`src/rtl/bridge_wb_arbiter_pkg.sv`:
```
// Shared definitions for the two-master Wishbone arbiter: state encoding,
// timeout read-data pattern and grant bit indices.
package bridge_wb_arbiter_pkg;

    typedef enum logic [1:0] {
        IDLE = 2'd0,
        OWN0 = 2'd1,
        OWN1 = 2'd2
    } state_t;

    localparam logic [31:0] TIMEOUT_RDT = 32'hDEAD_BEEF;

    localparam int unsigned GRANT_M0 = 0;
    localparam int unsigned GRANT_M1 = 1;

endpackage

```
`src/rtl/bridge_arb_timeout.sv`:
```
// Acknowledge-timeout counter: clears on request, counts while enabled and
// flags expiry when the count reaches TIMEOUT_CYC-1.
module bridge_arb_timeout #(
    parameter int unsigned TIMEOUT_CYC = 255
) (
    input  logic clk,
    input  logic rst,
    input  logic clear,
    input  logic enable,
    output logic expire
);

    localparam logic [15:0] LIMIT = 16'(TIMEOUT_CYC - 1);

    logic [15:0] count;

    always_ff @(posedge clk) begin
        if (rst || clear) begin
            count <= '0;
        end else if (enable) begin
            count <= count + 16'd1;
        end
    end

    assign expire = (count == LIMIT);

endmodule

```
`src/rtl/bridge_wb_arbiter.sv`:
```
// Two-master to one-target Wishbone arbiter with alternating tie-break.
// Optional acknowledge timeout enabled by defining BRIDGE_ARB_TIMEOUT_EN.
module bridge_wb_arbiter
    import bridge_wb_arbiter_pkg::*;
#(
    parameter int unsigned AW          = 12,
    parameter int unsigned TIMEOUT_CYC = 255
) (
    input  logic          i_clk,
    input  logic          i_rst,
    input  logic [AW-3:0] i_m0_adr,
    input  logic [31:0]   i_m0_dat,
    input  logic [3:0]    i_m0_sel,
    input  logic          i_m0_we,
    input  logic          i_m0_stb,
    output logic [31:0]   o_m0_rdt,
    output logic          o_m0_ack,
    input  logic [AW-3:0] i_m1_adr,
    input  logic [31:0]   i_m1_dat,
    input  logic [3:0]    i_m1_sel,
    input  logic          i_m1_we,
    input  logic          i_m1_stb,
    output logic [31:0]   o_m1_rdt,
    output logic          o_m1_ack,
    output logic [AW-3:0] o_wb_adr,
    output logic [31:0]   o_wb_dat,
    output logic [3:0]    o_wb_sel,
    output logic          o_wb_we,
    output logic          o_wb_stb,
    input  logic [31:0]   i_wb_rdt,
    input  logic          i_wb_ack,
    output logic [1:0]    o_grant,
    output logic          o_err
);

    state_t state, state_next;
    logic   last_grant, last_grant_next;
    logic   owner_stb;
    logic   expire;
    logic   timeout;

`ifdef BRIDGE_ARB_TIMEOUT_EN
    bridge_arb_timeout #(
        .TIMEOUT_CYC(TIMEOUT_CYC)
    ) u_timeout (
        .clk   (i_clk),
        .rst   (i_rst),
        .clear (state == IDLE),
        .enable((state != IDLE) && !i_wb_ack),
        .expire(expire)
    );
`else
    // Range flag keeps TIMEOUT_CYC referenced when the timeout is compiled out.
    localparam bit TIMEOUT_RANGE_OK = (TIMEOUT_CYC >= 1) && (TIMEOUT_CYC <= 65535);
    assign expire = 1'b0 & TIMEOUT_RANGE_OK;
`endif

    assign owner_stb = (state == OWN0) ? i_m0_stb :
                       (state == OWN1) ? i_m1_stb : 1'b0;
    assign timeout   = owner_stb && !i_wb_ack && expire;
    assign o_err     = timeout;

    always_ff @(posedge i_clk) begin
        if (i_rst) begin
            state      <= IDLE;
            last_grant <= 1'(GRANT_M1);
        end else begin
            state      <= state_next;
            last_grant <= last_grant_next;
        end
    end

    always_comb begin
        state_next      = state;
        last_grant_next = last_grant;
        o_wb_adr        = '0;
        o_wb_dat        = '0;
        o_wb_sel        = '0;
        o_wb_we         = 1'b0;
        o_wb_stb        = 1'b0;
        o_m0_ack        = 1'b0;
        o_m0_rdt        = '0;
        o_m1_ack        = 1'b0;
        o_m1_rdt        = '0;

        case (state)
            IDLE: begin
                // On a tie, serve whichever master was not granted last.
                if (i_m0_stb && i_m1_stb) begin
                    state_next = (last_grant == 1'(GRANT_M1)) ? OWN0 : OWN1;
                end else if (i_m0_stb) begin
                    state_next = OWN0;
                end else if (i_m1_stb) begin
                    state_next = OWN1;
                end
            end
            OWN0: begin
                o_wb_adr = i_m0_adr;
                o_wb_dat = i_m0_dat;
                o_wb_sel = i_m0_sel;
                o_wb_we  = i_m0_we;
                o_wb_stb = i_m0_stb && !timeout;
                o_m0_ack = i_wb_ack || timeout;
                o_m0_rdt = timeout ? TIMEOUT_RDT : i_wb_rdt;
                if (i_wb_ack || timeout) begin
                    state_next      = IDLE;
                    last_grant_next = 1'(GRANT_M0);
                end else if (!i_m0_stb) begin
                    state_next = IDLE;
                end
            end
            OWN1: begin
                o_wb_adr = i_m1_adr;
                o_wb_dat = i_m1_dat;
                o_wb_sel = i_m1_sel;
                o_wb_we  = i_m1_we;
                o_wb_stb = i_m1_stb && !timeout;
                o_m1_ack = i_wb_ack || timeout;
                o_m1_rdt = timeout ? TIMEOUT_RDT : i_wb_rdt;
                if (i_wb_ack || timeout) begin
                    state_next      = IDLE;
                    last_grant_next = 1'(GRANT_M1);
                end else if (!i_m1_stb) begin
                    state_next = IDLE;
                end
            end
            default: state_next = IDLE;
        endcase
    end

    always_comb begin
        o_grant           = '0;
        o_grant[GRANT_M0] = (state == OWN0);
        o_grant[GRANT_M1] = (state == OWN1);
    end

endmodule

```
`config.mk`:
```
export PLATFORM = sky130hd
export DESIGN_NAME = bridge_wb_arbiter
export DESIGN_NICKNAME = d
export VERILOG_FILES = /design/src/rtl/bridge_wb_arbiter_pkg.sv /design/src/rtl/bridge_arb_timeout.sv /design/src/rtl/bridge_wb_arbiter.sv
export SDC_FILE = /design/constraint.sdc
export NUM_CORES = 1
export LEC_CHECK = 0
export ABC_AREA = 1
export CORE_AREA = 8 8 91 93
export CTS_CLUSTER_DIAMETER = 200
export DETAILED_ROUTE_END_ITERATION = 12
export DIE_AREA = 0 0 99 101
export GPL_ROUTABILITY_DRIVEN = 0
export PLACE_DENSITY = 0.89
export SKIP_LAST_GASP = 1
export SLEW_MARGIN = 10
export SYNTH_ARGS = -nofsm -noshare
export SYNTH_HDL_FRONTEND = slang
export SYNTH_SLANG_ARGS = --single-unit
```
`constraint.sdc`:
```
create_clock -name i_clk -period 2.4 [get_ports i_clk]
set_clock_uncertainty 0.1 [all_clocks]
set_input_delay 0.24 -clock i_clk [delete_from_list [all_inputs] [get_ports i_clk]]
set_output_delay 0.24 -clock i_clk [all_outputs]
set_load 0.02 [all_outputs]
```
==> flow_metrics.py, run 1 <==
metrics = {
    "run_status": {
        "status": "completed",
    },
    "sta": {
        "setup_slack_ns": 0.0738,
        "final-max-slew-violation-count": 0,
        "setup_viol": 0,
        "fin_crit_ns": 2.33,
        "hold_violations": 0,
        "finalCritPeriodShare_pct": 96.9,
        "timing.fmax_mhz": 430,
    },
    "setup_path": {
        "slowest_stage": "clkdlybuf4s50_1",
        "path_delay_family": "buffers and inverters",
        "crit_path_start": "state[0]",
        "max_stage_delay_ns": 0.64,
        "cpMostUsedCell": "inv_1",
        "r2r_cells": 10,
        "critPathKind": "flip-flop to output pin",
        "r2r-end": "state[1]",
        "startpoint_type": "flip-flop",
        "crit_chain": "inv_1, ha_1, inv_1, buf_12, a21oi_1, clkdlybuf4s50_1",
        "cp-end-kind": "output pin",
        "cp.required_ns": 2.06,
        "crit_arrival_ns": 1.99,
        "path_buf_inv": 4,
        "r2r_slack_ns": 0.79,
        "cp_max_fo": 48,
        "rr_startpoint": "state[0]",
        "path_depth": 6,
    },
    "clock_network": {
        "htree_levels": 1,
        "cts_buffer_depth": 2,
        "root_buffer": "clkbuf_8",
        "cts_made_buffers": 3,
        "path_clk_slew_ns": 0.03,
        "cts_tree": "built",
        "insertion_delay_ns": 0.22,
        "cts_sinks": 3,
        "postCtsHoldBufs": 0,
    },
    "floorplan": {
        "ioPinCount": 248,
        "start_util_pct": 21.5,
        "core_area_mm2": 0.00694,
        "fp.dieW_um": 99,
        "rows": 31,
        "die_h_um": 101,
        "die-area_mm2": 0.0100,
    },
    "grt": {
        "grt_antenna_before_repair": 0,
        "grt_pass1_vias": 2782,
        "grt_pass1_wl_mm": 14.8,
        "grt_usage_pct": 18.2,
        "grt_max_degree": 49,
        "grt.overflow.total": 0,
    },
    "yosys": {
        "ys_warn_count": 0,
        "synth_largest_area_cell": "nand2_1",
        "netlist_area_mm2": 0.00149,
        "synth-seq-cells": 3,
        "synth_seq_area_share_pct": 4.02,
        "ys_types": 14,
        "synth_top_area_share_pct": 43.5,
        "synth_area_leaders": "nand2_1 (43%), inv_1 (19%), a21oi_1 (16%)",
        "netlist_instances": 340,
        "synth.net_count": 476,
        "synth_area_per_cell_um2": 4.39,
    },
    "cells_and_area": {
        "n_antenna_cell": 0,
        "syn_to_final_growth_pct": 180,
        "nets": 709,
        "post-route-util_pct": 60.2,
        "drive_gt1_share_pct": 2.62,
    },
    "drt": {
        "antenna_left": 0,
        "via_per_inst": 4.33,
        "routed_wl_mm": 10.1,
        "drc": 0,
        "drt_first_pass_iters": 5,
        "via_count": 2832,
        "wl_per_cell_um": 15.4,
        "drtIter0Drc": 69,
    },
    "placement": {
        "dpl_worst_slack_ns": 0.199,
        "place_hpwl_mm": 8.44,
        "portBuffers": 246,
    },
    "min_path": {
        "hp-start": "last_grant",
        "hold_path.class": "flip-flop to flip-flop",
        "whs_path_depth": 2,
        "min_to": "last_grant",
    },
    "pwr": {
        "cellPowerDensity_mw_per_mm2": 375,
        "ir_worst_vdd_v": 0.000269,
        "p_leak_nw": 2.77,
    },
    "run": {
        "maxCapViolCount": 0,
    },
}
[stage by stage]
stage | hold WS [ns] | cells | power, mW | TNS (ns) | cell area (µm²)
detailed placement | 0.349 | 650 | 1.44 | 0 | 4020
global placement | 0.339 | 650 | 1.42 | 0 | 4020
floorplan | 0.228 | 340 | 0.728 | 0 | 1490
global route | 0.371 | 654 | 1.68 | -0.0171 | 4180
finish | 0.356 | 654 | 1.57 | 0 | 4180
CTS | 0.357 | 654 | 1.60 | 0 | 4060
[cells in the final DEF, fill, tap and decap left out, types with 2 or more instances in the layout]
master,Yosys,layout
dlygate4sd2_1,0,2
dlymetal6s2s_1,0,45
dfxtp_1,3,3
inv_1,74,74
clkbuf_8,0,3
buf_4,7,4
buf_12,0,5
ha_1,5,3
nand2_1,173,173
a21oi_1,49,49
nor2_1,7,7
ha_2,0,2
clkdlybuf4s50_1,0,197
[worst reg2reg max path: cells and delay by family (launching register included)]
| family | cells | cell delay, ns |
|---|---|---|
| simple gates | 7 | 0.48 |
| fa+ha+maj | 1 | 0.21 |
| buf+inv | 2 | 0.40 |
| flops | 1 | 0.32 |
[synthesized netlist by cell type, drive strengths merged]
library cell and instances:
ha 5, buf 23, clkbuf 2, dfxtp 3, conb 1, inv 74
nand2 174, a21oi 49, nor3 1, nand3 1, nor2 7
[cell type report]
cell class,count,area [µm²]
Timing Repair Buffer,253,2680
Sequential cell,3,60.1
Clock buffer,4,45.0
Fill cell,604,2770
Tap cell,82,103
Inverter,74,278
Multi-Input combinational cell,238,1010
[report_power, final]
| group | internal (mW) | switching [mW] |
|---|---|---|
| Combinational | 0.634 | 0.719 |
| Sequential | 0.0574 | 0.00523 |
| Clock | 0.114 | 0.0373 |
[flip-flops by register name (all words and copies together), names as in the netlist]
name,flops
state,2
last_grant,1
[timing repair]
item                                    4_1_cts  5_1_grt
pin swaps                                     0        0
endpoints found under the setup margin        2       45
gates resized for setup                       2       45
setup buffers                                 0        0
[per-layer routing]
layer / up-vias / global-route usage (%) / wire, µm
met5: - / 0 / 0
met4: 0 / 3.42 / 68
met3: 7 / 6.08 / 973
met2: 141 / 34.3 / 5320
met1: 1247 / 19.2 / 3740
li1: 1437 / - / -
[how the worst max path moves through the flow]
stage / slack, ns / to
detailed placement: 0.20 / o_wb_sel[2]
CTS: 0.02 / o_wb_dat[29]
global placement: 0.22 / o_wb_sel[2]
finish: 0.07 / o_wb_adr[5]
global route: -0.02 / o_wb_adr[5]
floorplan: 0.66 / o_wb_dat[14]
[cells by family after synthesis]
group	synth area share, %
and+or+nand+nor	46.3
DFF	4.02
adders and majority gates	4.19
AOI/OAI and AO/OA	16.4
buffers and inverters	28.8
other	0.251
Note: power is estimated with default switching activity, not from simulation.
==> run 2: changes to the inputs <==
CTS_CLUSTER_DIAMETER = 100   (was 200)
==> results of run 2 <==
Same layout as run 1: the final DEF is identical, and so are final timing and power.
==> run 3: changes to the inputs <==
TNS_END_PERCENT = 5   (was not set)
==> run 3 against run 2 <==
Against the previous run:
- clock power hardly changed
- wire length is 2.2% lower
- non-clock buffer count unchanged
- fmax decreased by 1.9%
- sequential share of layout area is essentially flat
- flip-flop and latch count unchanged
- sequential power hardly changed
- hold slack about the same
- die area unchanged
- via count hardly changed
- power grew 0.60%
- cell count stayed put
==> flow_metrics.py, run 3 (synthesis gave the netlist of run 1 again) <==
metrics = {
    "setup_path": {
        "r2r-end": "state[1]",
        "slowest_stage": "clkdlybuf4s50_1",
        "critPathKind": "flip-flop to output pin",
        "rr_startpoint": "state[0]",
        "cpMostUsedCell": "inv_1",
        "r2r_slack_ns": 0.79,
        "cp_max_fo": 48,
        "startpoint_type": "flip-flop",
        "crit_arrival_ns": 2.03,
        "cp.required_ns": 2.06,
        "crit_chain": "inv_1, ha_1, inv_1, buf_12, a21oi_1, clkdlybuf4s50_1",
        "max_stage_delay_ns": 0.67,
        "r2r_cells": 10,
        "cp-end-kind": "output pin",
    },
    "floorplan": {
        "fp.dieW_um": 99,
        "core_area_mm2": 0.00694,
        "start_util_pct": 21.5,
        "ioPinCount": 248,
        "rows": 31,
        "die-area_mm2": 0.0100,
        "die_h_um": 101,
    },
    "cells_and_area": {
        "post-route-util_pct": 58.6,
        "stdcell_count": 654,
        "drive_gt1_share_pct": 2.62,
        "reg.largest.list": "state (2), last_grant (1)",
        "largest_reg_flops": 2,
        "finalInstanceArea_mm2": 0.00407,
        "regMostFlops": "state",
        "layout_common_cells": "clkdlybuf4s50_1 (241), nand2_1 (173), inv_1 (74)",
        "n_antenna_cell": 0,
        "layout_commonest_cell": "clkdlybuf4s50_1",
        "nets": 709,
        "syn_to_final_growth_pct": 172,
    },
    "min_path": {
        "hp-start": "last_grant",
        "min_to": "last_grant",
        "whs_path_depth": 2,
        "hold_path.class": "flip-flop to flip-flop",
    },
    "placement": {
        "dpl.cell_count": 650,
        "placedInstanceArea_mm2": 0.00402,
        "portBuffers": 246,
        "place_hpwl_mm": 8.44,
    },
    "drt": {
        "routed_wl_mm": 9.88,
        "drc": 0,
        "via_count": 2830,
        "drt_first_pass_iters": 5,
        "wl_per_cell_um": 15.1,
        "antenna_left": 0,
        "via_per_inst": 4.33,
        "drtIter0Drc": 74,
    },
    "clock_network": {
        "insertion_delay_ns": 0.22,
        "path_clk_slew_ns": 0.03,
        "cts_setup_buffers": 0,
        "cts_made_buffers": 3,
        "cts_sinks": 3,
        "ctsResizeCount": 1,
        "root_buffer": "clkbuf_8",
        "cts_tree": "built",
        "htree_levels": 1,
        "cts_buffer_depth": 2,
        "postCtsHoldBufs": 0,
    },
    "grt": {
        "grt_antenna_before_repair": 0,
        "grt_pass1_wl_mm": 14.8,
        "grt.overflow.total": 0,
        "grt_usage_pct": 18.2,
        "grt_pass1_vias": 2782,
        "grt_max_degree": 49,
    },
    "pwr": {
        "ir_worst_vdd_v": 0.000264,
        "p_total_mw": 1.58,
        "cellPowerDensity_mw_per_mm2": 387,
        "p_leak_nw": 2.00,
    },
    "sta": {
        "hold_violations": 0,
        "final-max-slew-violation-count": 0,
        "fin_crit_ns": 2.37,
        "rsz0062_at_grt": "yes",
        "timing.fmax_mhz": 422,
        "setup_viol": 0,
        "finalCritPeriodShare_pct": 98.8,
        "fin_setup_tns_ns": 0,
    },
    "run": {
        "maxCapViolCount": 0,
    },
    "run_status": {
        "status": "completed",
    },
}
-- run 3: layer usage --
metal	global-route usage (%)	share of wire, %	up-vias
li1	-	-	1437
met1	19.2	36	1244
met2	34.3	53	141
met3	6.08	10	8
met4	3.42	0.75	0
met5	0	0	-
-- run 3: worst max-delay path by stage --
stage / start / end
after CTS: state[0] / o_wb_dat[30]
after global routing: state[1] / o_wb_dat[3]
after floorplan: state[0] / o_wb_dat[14]
after global placement: state[0] / o_wb_sel[2]
final: state[0] / o_wb_dat[29]
after detailed placement: state[0] / o_wb_sel[2]
-- run 3: worst max-delay path, delay by kind of cell (launching register included) --
kind / cells / cell delay, ns
buf+inv: 4 / 1.00
fa+ha+maj: 1 / 0.29
flops: 1 / 0.35
compound gates: 1 / 0.14
-- run 3: cell type report --
type	instances	area, µm²
multi-input cells	238	1010
fillers	621	2870
repair buffers	253	2580
well taps	82	103
flip-flops and latches	3	60.1
clock buffers	4	45.0
inverters	74	278
-- run 3: report_power, final --
group          switching (mW)  internal [mW]  leakage, nW
Combinational           0.714          0.649         1.95
Clock                  0.0368          0.114       0.0228
Sequential            0.00521         0.0574       0.0248
-- run 3: per-stage QoR --
step	setup WS (ns)	hold slack, ns
after floorplan	0.664	0.228
after global placement	0.223	0.339
after detailed placement	0.199	0.349
after CTS	-0.0254	0.357
after global routing	-0.0850	0.371
final	0.0284	0.356
